[config.mk]
export PLATFORM = sky130hd
export DESIGN_NAME = sti_pixel_writer_flat
export DESIGN_NICKNAME = d
export VERILOG_FILES = /design/src/rtl/sti_pkg.sv /design/src/rtl/sti_pixel_writer_if.sv /design/src/rtl/sti_bit_packer.sv /design/src/rtl/sti_pixel_writer.sv /design/src/flat_wrapper.sv
export SDC_FILE = /design/constraint.sdc
export NUM_CORES = 1
export LEC_CHECK = 0
export ABC_CLOCK_PERIOD_IN_PS = 2600
export CORE_AREA = 2 2 62 64
export CTS_BUF_LIST = sky130_fd_sc_hd__clkbuf_8
export DETAILED_ROUTE_END_ITERATION = 8
export DIE_AREA = 0 0 64 66
export PLACE_DENSITY = 0.79
export SYNTH_ARGS = -nofsm -noshare
export SYNTH_HDL_FRONTEND = slang
export SYNTH_SLANG_ARGS = --single-unit
[constraint.sdc]
create_clock -name clk -period 2.6 [get_ports clk]
set_input_delay 0.52 -clock clk [delete_from_list [all_inputs] [get_ports clk]]
set_output_delay 0.52 -clock clk [all_outputs]
set_load 0.01 [all_outputs]
[src/rtl/sti_pkg.sv]
// sti_pkg: shared types and defaults for the serial-to-pixel writer.
//   state_t        : writer FSM states
//   ADDR_W         : pixel address width
//   MEM_DEPTH      : number of pixel addresses (2**ADDR_W)
//   FILL_VALUE_DEF : default pad value for partial bytes and tail fill
package sti_pkg;

  localparam int ADDR_W    = 8;
  localparam int MEM_DEPTH = 256;
  localparam logic [7:0] FILL_VALUE_DEF = 8'h00;

  typedef enum logic [1:0] {
    RECV  = 2'd0,
    FLUSH = 2'd1,
    FILL  = 2'd2,
    DONE  = 2'd3
  } state_t;

endpackage

[src/rtl/sti_pixel_writer_if.sv]
// sti_pixel_writer_if: serial input stream and pixel-memory write port.
//   so_valid, so_data, frame_end : serial bit stream from the transmitter
//   pixel_wr, pixel_addr,
//   pixel_dataout                : pixel memory write port
//   pixel_finish                 : image-complete flag
// modport slave  : the pixel writer
// modport master : the bit source / memory side
interface sti_pixel_writer_if #(
  parameter int ADDR_W = 8
);

  logic              so_valid;
  logic              so_data;
  logic              frame_end;
  logic              pixel_wr;
  logic [ADDR_W-1:0] pixel_addr;
  logic [7:0]        pixel_dataout;
  logic              pixel_finish;

  modport slave (
    input  so_valid, so_data, frame_end,
    output pixel_wr, pixel_addr, pixel_dataout, pixel_finish
  );

  modport master (
    output so_valid, so_data, frame_end,
    input  pixel_wr, pixel_addr, pixel_dataout, pixel_finish
  );

endinterface

[src/rtl/sti_bit_packer.sv]
// sti_bit_packer: MSB-first shift register with a mod-8 bit counter.
//   clk, reset    : clock, synchronous active-high reset
//   clear         : synchronous clear of shift register and bit count
//   bit_valid     : capture bit_data this cycle
//   bit_data      : serial bit
//   byte_done     : this cycle's capture completes a byte
//   byte_data     : the completed byte (valid with byte_done)
//   partial_next  : bit count after this cycle's capture is non-zero
//   partial_byte  : captured bits left-aligned, LSBs padded from FILL_VALUE
module sti_bit_packer #(
  parameter logic [7:0] FILL_VALUE = 8'h00
) (
  input  logic       clk,
  input  logic       reset,
  input  logic       clear,
  input  logic       bit_valid,
  input  logic       bit_data,
  output logic       byte_done,
  output logic [7:0] byte_data,
  output logic       partial_next,
  output logic [7:0] partial_byte
);

  logic [7:0] shift;
  logic [2:0] bit_cnt;
  logic [3:0] pad_w;
  logic [7:0] keep_mask;

  always_ff @(posedge clk) begin
    if (reset || clear) begin
      shift   <= 8'h00;
      bit_cnt <= 3'd0;
    end else if (bit_valid) begin
      shift   <= {shift[6:0], bit_data};
      bit_cnt <= bit_cnt + 3'd1;
    end
  end

  always_comb begin
    byte_done    = bit_valid && (bit_cnt == 3'd7);
    byte_data    = {shift[6:0], bit_data};
    partial_next = bit_valid ? (bit_cnt != 3'd7) : (bit_cnt != 3'd0);
    // The low bit_cnt bits of shift are the received bits; shift them to
    // the top and take the remaining LSBs from the pad value.
    pad_w        = 4'd8 - {1'b0, bit_cnt};
    keep_mask    = 8'hFF << pad_w;
    partial_byte = ((shift << pad_w) & keep_mask) | (FILL_VALUE & ~keep_mask);
  end

endmodule

[src/rtl/sti_pixel_writer.sv]
// sti_pixel_writer: packs a serial bit stream MSB-first into 8-bit pixels,
// writes them to sequential pixel addresses, flushes a partial byte at
// frame end, optionally pads the memory tail, then raises pixel_finish.
//   clk, reset : clock, synchronous active-high reset
//   bus        : sti_pixel_writer_if.slave (serial input, pixel write port)
// Build option STI_PIXEL_FILL_EN: when defined, unwritten addresses are
// filled with FILL_VALUE after the frame; otherwise FILL is bypassed.
//
// state | meaning
// RECV  | capture bits, write each completed byte
// FLUSH | write the left-aligned partial byte
// FILL  | write FILL_VALUE until byte_cnt reaches MEM_DEPTH
// DONE  | pixel_finish held high until reset
module sti_pixel_writer #(
  parameter int         MEM_DEPTH  = sti_pkg::MEM_DEPTH,
  parameter int         ADDR_W     = sti_pkg::ADDR_W,
  parameter logic [7:0] FILL_VALUE = sti_pkg::FILL_VALUE_DEF
) (
  input  logic                 clk,
  input  logic                 reset,
  sti_pixel_writer_if.slave    bus
);

  import sti_pkg::*;

  localparam logic [ADDR_W:0] DEPTH_CNT = (ADDR_W+1)'(MEM_DEPTH);

  state_t            state;
  logic [ADDR_W:0]   byte_cnt;
  logic [ADDR_W-1:0] wr_addr;
  logic              pixel_wr_q;
  logic [ADDR_W-1:0] pixel_addr_q;
  logic [7:0]        pixel_data_q;
  logic              pixel_finish_q;

  logic              bit_cap;
  logic              byte_done;
  logic [7:0]        byte_data;
  logic              partial_next;
  logic [7:0]        partial_byte;

  assign bit_cap = bus.so_valid && (state == RECV);

  sti_bit_packer #(
    .FILL_VALUE (FILL_VALUE)
  ) u_packer (
    .clk          (clk),
    .reset        (reset),
    .clear        (state == FLUSH),
    .bit_valid    (bit_cap),
    .bit_data     (bus.so_data),
    .byte_done    (byte_done),
    .byte_data    (byte_data),
    .partial_next (partial_next),
    .partial_byte (partial_byte)
  );

  always_ff @(posedge clk) begin
    if (reset) begin
      state          <= RECV;
      byte_cnt       <= '0;
      wr_addr        <= '0;
      pixel_wr_q     <= 1'b0;
      pixel_addr_q   <= '0;
      pixel_data_q   <= 8'h00;
      pixel_finish_q <= 1'b0;
    end else begin
      pixel_wr_q <= 1'b0;
      case (state)
        RECV: begin
          if (byte_done) begin
            pixel_wr_q   <= 1'b1;
            pixel_addr_q <= wr_addr;
            pixel_data_q <= byte_data;
            // Address wraps on overflow; byte_cnt saturates so that FILL
            // sees a full memory.
            wr_addr      <= wr_addr + 1'b1;
            if (byte_cnt != DEPTH_CNT)
              byte_cnt <= byte_cnt + 1'b1;
          end
          if (bus.frame_end) begin
            if (partial_next) begin
              state <= FLUSH;
            end else begin
`ifdef STI_PIXEL_FILL_EN
              state <= FILL;
`else
              // A byte written on this edge delays finish by one cycle;
              // DONE raises it on the following edge.
              state          <= DONE;
              pixel_finish_q <= !byte_done;
`endif
            end
          end
        end

        FLUSH: begin
          pixel_wr_q   <= 1'b1;
          pixel_addr_q <= wr_addr;
          pixel_data_q <= partial_byte;
          wr_addr      <= wr_addr + 1'b1;
          if (byte_cnt != DEPTH_CNT)
            byte_cnt <= byte_cnt + 1'b1;
`ifdef STI_PIXEL_FILL_EN
          state <= FILL;
`else
          state <= DONE;
`endif
        end

        FILL: begin
`ifdef STI_PIXEL_FILL_EN
          if (byte_cnt != DEPTH_CNT) begin
            pixel_wr_q   <= 1'b1;
            pixel_addr_q <= byte_cnt[ADDR_W-1:0];
            pixel_data_q <= FILL_VALUE;
            byte_cnt     <= byte_cnt + 1'b1;
          end else begin
            state          <= DONE;
            pixel_finish_q <= 1'b1;
          end
`else
          state          <= DONE;
          pixel_finish_q <= 1'b1;
`endif
        end

        DONE: begin
          pixel_finish_q <= 1'b1;
        end

        default: begin
          state <= RECV;
        end
      endcase
    end
  end

  assign bus.pixel_wr      = pixel_wr_q;
  assign bus.pixel_addr    = pixel_addr_q;
  assign bus.pixel_dataout = pixel_data_q;
  assign bus.pixel_finish  = pixel_finish_q;

endmodule

[src/flat_wrapper.sv]
// flat-port wrapper written by rule: the top's interface ports become plain ports
module sti_pixel_writer_flat import sti_pkg::*;
#(
  parameter int         MEM_DEPTH  = sti_pkg::MEM_DEPTH,
  parameter int         ADDR_W     = sti_pkg::ADDR_W,
  parameter logic [7:0] FILL_VALUE = sti_pkg::FILL_VALUE_DEF
)
  (clk, reset, bus_so_valid, bus_so_data, bus_frame_end, bus_pixel_wr, bus_pixel_addr, bus_pixel_dataout, bus_pixel_finish);
  sti_pixel_writer_if #(.ADDR_W(ADDR_W)) bus_i ();
  input  logic clk;
  input  logic reset;
  input wire logic [$bits(bus_i.so_valid)-1:0] bus_so_valid;
  input wire logic [$bits(bus_i.so_data)-1:0] bus_so_data;
  input wire logic [$bits(bus_i.frame_end)-1:0] bus_frame_end;
  output wire logic [$bits(bus_i.pixel_wr)-1:0] bus_pixel_wr;
  output wire logic [$bits(bus_i.pixel_addr)-1:0] bus_pixel_addr;
  output wire logic [$bits(bus_i.pixel_dataout)-1:0] bus_pixel_dataout;
  output wire logic [$bits(bus_i.pixel_finish)-1:0] bus_pixel_finish;
  assign bus_i.so_valid = bus_so_valid;
  assign bus_i.so_data = bus_so_data;
  assign bus_i.frame_end = bus_frame_end;
  assign bus_pixel_wr = bus_i.pixel_wr;
  assign bus_pixel_addr = bus_i.pixel_addr;
  assign bus_pixel_dataout = bus_i.pixel_dataout;
  assign bus_pixel_finish = bus_i.pixel_finish;
  sti_pixel_writer #(.MEM_DEPTH(MEM_DEPTH), .ADDR_W(ADDR_W), .FILL_VALUE(FILL_VALUE)) u_core (.clk(clk), .reset(reset), .bus(bus_i));
endmodule
==> impl_metrics.env, run 1 <==
export IMPL_synth_seq_area_share_pct=39.9
export IMPL_synth_simple_gate_area_share_pct=20.5
export IMPL_syn_nets=251
export IMPL_initial_core_util_pct=55.1
export IMPL_cp_arrival_ps=2370
export IMPL_ff2ff_setup_slack_ps=430
export IMPL_cts_resized=0
export IMPL_rsz0062_at_grt="false"
export IMPL_synth_warnings=0
export IMPL_pre_cts_ws_ps=225
export IMPL_holdCritStartpoint="u_core.bus.pixel_addr[3]$_SDFFE_PP0P_"
export IMPL_synth_edf_count=0
export IMPL_whs_endpoint="u_core.bus.pixel_addr[3]$_SDFFE_PP0P_"
export IMPL_clk_latency_ps=290
export IMPL_totalWireLength_um=3930
export IMPL_synth_top_flop_cell="dfxtp_1"
export IMPL_cts_max_path_buffers=2
export IMPL_die_x_um=64
export IMPL_criticalPathCategory="flop to flop"
export IMPL_power_density_nw_per_um2=851
export IMPL_synth_top_family_by_area="simple AND/OR/NAND/NOR gates"
export IMPL_drive_gt1_share_pct=5.93
export IMPL_finalSetupTns_ps=0
export IMPL_cts_buffers=5
export IMPL_crit_path_end_kind="flop"
export IMPL_grt_pass1_wl_um=6830
export IMPL_syn_inst=234
export IMPL_max_freq_mhz=462
export IMPL_async_flop_share_pct=0
export IMPL_yosysUniqueCellTypes=36
export IMPL_ctsHoldBuffers=0
export IMPL_ys_ff_latch=39
export IMPL_critPathRequiredTime_ps=2810
export IMPL_synthAdderAreaFrac_pct=7.67
export IMPL_synth_top_area_cell="dfxtp_1"
export IMPL_clock_sinks=39
export IMPL_gr_usage_all_layers_pct=20.6
export IMPL_n_antenna_cell=0
export IMPL_coreArea_um2=3550
export IMPL_io_pins=23
export IMPL_drv_slew=0
export IMPL_cts_setup_buffers=0
export IMPL_route_vias_total=1639
export IMPL_crit_fanout=12
export IMPL_setup_viol=0
export IMPL_r2r_start="u_core.state[0]$_SDFFE_PP0P_"
export IMPL_synth_compound_area_share_pct=16.8
export IMPL_area_growth_pct=16.4
export IMPL_slew_headroom_pct=49.2
export IMPL_power_leakage_nw=0.838
export IMPL_worstHoldPathCells=2
export IMPL_grt_max_degree=22
export IMPL_place_inst=293
export IMPL_skew_ps=2.82
export IMPL_fin_nets=269
export IMPL_syn_area_um2=1960
export IMPL_period_share_pct=83.3
export IMPL_die_y_um=66
export IMPL_portBuffers=22
export IMPL_clkSlewWorstSetupHoldPaths_ps=70
export IMPL_grt_overflow=0
export IMPL_hold_violations=0
export IMPL_synth_top_area_share_pct=39.9
export IMPL_finalNonFillerCells=301
export IMPL_utilization_pct=64.2
export IMPL_finalWorstSetupSlack_ps=434
export IMPL_irDropWorstVdd_mv=0.439
export IMPL_drt_iter0_markers=51
export IMPL_r2r_cells=6
export IMPL_std_cell_rows=22
export IMPL_yosys_mux_area_fraction_pct=5.94
export IMPL_die_area_um2=4220
export IMPL_antenna_found_initial=0
export IMPL_period_needed_ps=2170
export IMPL_synth_xor_xnor_area_share_pct=3.13
export IMPL_viasPerCell=5.45
export IMPL_ant_nets=0
export IMPL_place_congestion=0.801
export IMPL_clockRootBuffer="clkbuf_8"
export IMPL_status="finished clean"
export IMPL_cts_tree="yes"
export IMPL_start_kind="flop"
export IMPL_drtPass1Iterations=4
export IMPL_grt_pass1_vias=1522
export IMPL_maxCapViolCount=0
export IMPL_r2r_end="u_core.bus.pixel_dataout[0]$_SDFFE_PP0P_"
export IMPL_tightest_slew_ps=760
export IMPL_routedWlPerCell_um=13.1
export IMPL_synth_avg_cell_area_um2=8.37
export IMPL_drc=0
export IMPL_hold_path_class="flop to flop"
export IMPL_place_hpwl_um=2820
export IMPL_ys_top_cells_by_area="dfxtp_1 40%, nand2_1 9.4%, ha_1 7.7%"
export IMPL_htree_levels=2
-- synthesized netlist by cell type, drive strengths merged (2+ instances only) --
cell     number
clkbuf        5
a21boi        2
nand2b        3
mux2i         6
dfxtp        39
and3          3
a311oi        2
inv          10
ha           12
nor2         25
a221oi        6
a211oi        5
a21oi        21
buf           9
mux2          3
xor2          4
o211ai        2
nor2b         3
nor3          5
o2111ai       5
nand2        49
nand3b        2
xnor2         3
-- cell type report --
cell class              count  area (µm²)
repair buffers             25         243
clock inverters             1        3.75
flip-flops and latches     39         781
well taps                  48        60.1
fillers                   305        1270
inverters                  10        37.5
clock buffers               7        96.3
multi-input cells         171        1060
-- worst max path at each step --
stage | start | end | slack (ps) | cells past startpoint
after floorplan | u_core.u_packer.bit_cnt[0]$_SDFFE_PP0N_ | u_core.bus.pixel_dataout[7]$_SDFFE_PP0P_ | 590 | 8
after global placement | bus_so_valid | u_core.bus.pixel_dataout[3]$_SDFFE_PP0P_ | 310 | 5
after detailed placement | bus_so_valid | u_core.bus.pixel_dataout[0]$_SDFFE_PP0P_ | 230 | 5
after CTS | u_core.state[0]$_SDFFE_PP0P_ | u_core.bus.pixel_dataout[0]$_SDFFE_PP0P_ | 420 | 6
after global routing | u_core.state[1]$_SDFFE_PP0P_ | u_core.bus.pixel_dataout[0]$_SDFFE_PP0P_ | 220 | 6
final | u_core.state[0]$_SDFFE_PP0P_ | u_core.bus.pixel_dataout[0]$_SDFFE_PP0P_ | 430 | 6
-- cell usage in the layout (no fill, tap or decap), types with 2 or more instances in the layout --
master           synthesis  routed
nor2b_1                  3       3
clkdlybuf4s50_1          0      22
nor2_1                  25      25
inv_1                   10      11
o2111ai_1                5       5
dfxtp_1                 39      39
o211ai_1                 2       2
nand3b_1                 2       2
a221oi_1                 6       6
mux2_2                   3       3
a21oi_1                 21      21
ha_1                    12      12
nand2b_1                 3       3
and3_1                   3       3
xnor2_1                  3       3
clkbuf_8                 0       7
nor3_1                   5       5
mux2i_1                  6       6
buf_4                    0       3
a21boi_0                 2       2
a211oi_1                 5       5
nand2_1                 49      49
xor2_1                   4       4
-- sequential cells by signal, summed over array words and instances (netlist names) --
name                      count
u_core.bus.pixel_addr         8
u_core.bus.pixel_dataout      8
u_core.u_packer.shift         8
u_core.wr_addr                8
u_core.u_packer.bit_cnt       3
u_core.state                  2
u_core.bus.pixel_finish       1
u_core.bus.pixel_wr           1
-- report_power, final --
part,internal [W],switching (W)
registers,0.000680,0.0000678
logic,0.000320,0.000439
clock network,0.000238,0.000196
total,0.00124,0.000703
-- critical path, cell delays in order, from the launching register on --
cell and delay (ps):
dfxtp_1 380, inv_1 80, ha_1 340, and3_1 310
nor2_1 630, a221oi_1 120, nor3_1 210
-- metal layers --
| metal | GRT usage, % | vias to the layer above | share of wire, % |
|---|---|---|---|
| met5 | 0 | - | 0 |
| met4 | 7.61 | 0 | 1.5 |
| met3 | 5.28 | 6 | 3.0 |
| met2 | 35.3 | 27 | 49 |
| met1 | 24.9 | 773 | 46 |
| li1 | - | 833 | - |
-- cells by family after synthesis --
group / Yosys count
compound gates: 48
xor+xnor: 7
fa+ha+maj: 12
buf+inv: 24
flops: 39
mux: 10
simple gates: 94
-- metrics by stage --
stage               hold slack [ps]  cell area (µm²)  power, W
global placement                438             2180   0.00150
detailed placement              445             2180   0.00151
CTS                             453             2280   0.00195
global route                    471             2280   0.00207
floorplan                       433             1960   0.00131
finish                          452             2280   0.00194
Note: power is estimated with default switching activity, not from simulation.
==> run 2, diff against run 1 <==
ABC_CLOCK_PERIOD_IN_PS = 1900   (was 2600)
CORE_AREA = 2 2 65 67   (was 2 2 62 64)
DIE_AREA = 0 0 67 69   (was 0 0 64 66)
PLACE_DENSITY = 0.76   (was 0.79)
clock period = 1.9 ns   (was 2.6 ns; I/O delays follow)
==> run 2 against run 1 <==
Against the previous run: die area increased by 9.4%; register-to-register slack worse by 420 ps; sequential share of layout area shrank 3.8 points; first-iteration DRC count grew to 3.1 times the previous value; combinational power rose by 86%; highest routed layer unchanged.
==> impl_metrics.env, run 2 (synthesis results as in run 1) <==
export IMPL_setup_viol=0
export IMPL_n_antenna_cell=0
export IMPL_drc=0
export IMPL_p_int_w=0.00211
export IMPL_p_sw_w=0.00113
export IMPL_clockRootBuffer="clkbuf_8"
export IMPL_worstPathCellList="inv_1 -> ha_4 -> mux2i_1 -> mux2i_1 -> a221oi_1 -> a211oi_1"
export IMPL_grt_max_degree=24
export IMPL_multi_input_area_um2=1170
export IMPL_antenna_found_initial=0
export IMPL_totalWireLength_um=4590
export IMPL_die_x_um=67
export IMPL_p_seq_share_pct=31.6
export IMPL_irDropWorstVdd_mv=0.672
export IMPL_cpMaxStageDelayCell="dfxtp_1"
export IMPL_grt_overflow=0
export IMPL_maxCapViolCount=0
export IMPL_std_cell_rows=23
export IMPL_initial_core_util_pct=50.0
export IMPL_grt_pass1_vias=1699
export IMPL_final_common_cell="nand2_1"
export IMPL_power_leakage_nw=0.968
export IMPL_die_y_um=69
export IMPL_route_vias_total=1750
export IMPL_start_kind="flop"
export IMPL_routedWlPerCell_um=14.3
export IMPL_period_share_pct=99.3
export IMPL_htree_levels=2
export IMPL_clock_sinks=39
export IMPL_fin_nets=288
export IMPL_drtPass1Iterations=4
export IMPL_critical_path_buf_inv_count=1
export IMPL_clk_latency_ps=290
export IMPL_period_needed_ps=1890
export IMPL_portBuffers=22
export IMPL_power_density_nw_per_um2=1260
export IMPL_skew_ps=7.35
export IMPL_pre_cts_ws_ps=-83.1
export IMPL_max_freq_mhz=530
export IMPL_tightest_slew_ps=524
export IMPL_critical_path_top_delay_family="multiplexers"
export IMPL_viasPerCell=5.43
export IMPL_crit_top_cell="mux2i_1"
export IMPL_drt_iter0_markers=158
export IMPL_clkSlewWorstSetupHoldPaths_ps=70
export IMPL_max_stage_delay_ps=360
export IMPL_gr_usage_all_layers_pct=21.1
export IMPL_ctsHoldBuffers=0
export IMPL_finalWorstSetupSlack_ps=14.1
export IMPL_place_congestion=0.912
export IMPL_status="finished clean"
export IMPL_place_hpwl_um=3110
export IMPL_crit_path_end_kind="flop"
export IMPL_coreArea_um2=3910
export IMPL_criticalPathCategory="flop to flop"
export IMPL_cts_buffers=5
export IMPL_area_growth_pct=31.2
export IMPL_cp_arrival_ps=2060
export IMPL_cts_setup_buffers=0
export IMPL_drive_gt1_share_pct=18.0
export IMPL_ant_nets=0
export IMPL_seq_area_um2=782
export IMPL_slew_headroom_pct=64.6
export IMPL_nFillCells=340
export IMPL_hold_path_class="flop to flop"
export IMPL_cts_max_path_buffers=2
export IMPL_cts_tree="yes"
export IMPL_crit_fanout=10
export IMPL_combinationalPowerShare_pct=43.6
export IMPL_die_area_um2=4620
export IMPL_io_pins=23
export IMPL_hold_violations=0
export IMPL_critPathRequiredTime_ps=2070
export IMPL_drv_slew=0
export IMPL_final_cell_mix="49 x nand2_1, 38 x dfxtp_1, 23 x nor2_1"
export IMPL_grt_pass1_wl_um=7630
export IMPL_switching_share_pct=34.8
export IMPL_power_w=0.00324
export IMPL_pwr_share_clk_pct=24.9
## run 2: cell count changes in the layout (fill, tap and decap cells not counted), moves of 2 or more
cell,change
a221oi_2,+4
bufinv_16,+2
nor2_4,+2
a221oi_1,-5
buf_4,+19
clkbuf_8,-2
ha_4,+2
nor2_1,-2
ha_1,-3
## run 2: path summary, 6_finish.rpt
| kind | from | endpoint | slack [ps] | cells after the start |
|---|---|---|---|---|
| max | u_core.u_packer.bit_cnt[1]$_SDFFE_PP0N_ | u_core.bus.pixel_dataout[7]$_SDFFE_PP0P_ | 10 | 6 |
| min | u_core.bus.pixel_addr[7]$_SDFFE_PP0P_ | u_core.bus.pixel_addr[7]$_SDFFE_PP0P_ | 450 | 2 |
| max reg2reg | u_core.u_packer.bit_cnt[1]$_SDFFE_PP0N_ | u_core.bus.pixel_dataout[7]$_SDFFE_PP0P_ | 10 | 6 |
| min reg2reg | u_core.bus.pixel_addr[7]$_SDFFE_PP0P_ | u_core.bus.pixel_addr[7]$_SDFFE_PP0P_ | 450 | 2 |
## run 2: timing repair
action                                  in CTS  in global routing
endpoints found under the hold margin        0                  0
endpoints found under the setup margin       4                 19
resized for setup                            5                 16
pin swaps                                    0                  2
## run 2: layout make-up
| type | count | share of cell area [%] |
|---|---|---|
| Clock inverter | 3 | 2.48 |
| Sequential cell | 39 | 30.4 |
| Inverter | 10 | 1.46 |
| Timing Repair Buffer | 44 | 15.0 |
| Clock buffer | 5 | 2.68 |
| Multi-Input combinational cell | 171 | 45.5 |
| Tap cell | 50 | 2.44 |
## run 2: worst register-to-register path: stages (launching register included)
cell	delay [ps]
dfxtp_1	360
inv_1	90
ha_4	360
mux2i_1	320
mux2i_1	170
a221oi_1	350
a211oi_1	120
## run 2: per-layer routing
metal / share of wire (%) / GRT usage, %
met1: 45 / 27.1
met5: 0 / 0
met2: 48 / 33.6
met4: 3.6 / 9.07
met3: 3.3 / 4.73
## run 2: per-stage QoR
| step | cell area, µm² | instances | util (%) | setup TNS [ps] | hold WS [ps] |
|---|---|---|---|---|---|
| detailed placement | 2320 | 314 | 59.4 | -559 | 449 |
| CTS | 2480 | 322 | 63.5 | -2.38 | 457 |
| finish | 2570 | 322 | 65.6 | 0 | 452 |
| global route | 2570 | 322 | 65.6 | -57.6 | 472 |
| global placement | 2320 | 314 | 59.4 | -182 | 438 |
| floorplan | 1970 | 234 | - | 0 | 433 |
## run 2: power groups by stage
stage | sequential, W | clock [W] | combinational [W]
after floorplan | 0.00105 | 0 | 0.000756
after global placement | 0.00103 | 0 | 0.00119
after detailed placement | 0.00104 | 0 | 0.00121
after CTS | 0.00102 | 0.000820 | 0.00125
after global routing | 0.00103 | 0.000858 | 0.00155
final | 0.00102 | 0.000805 | 0.00141
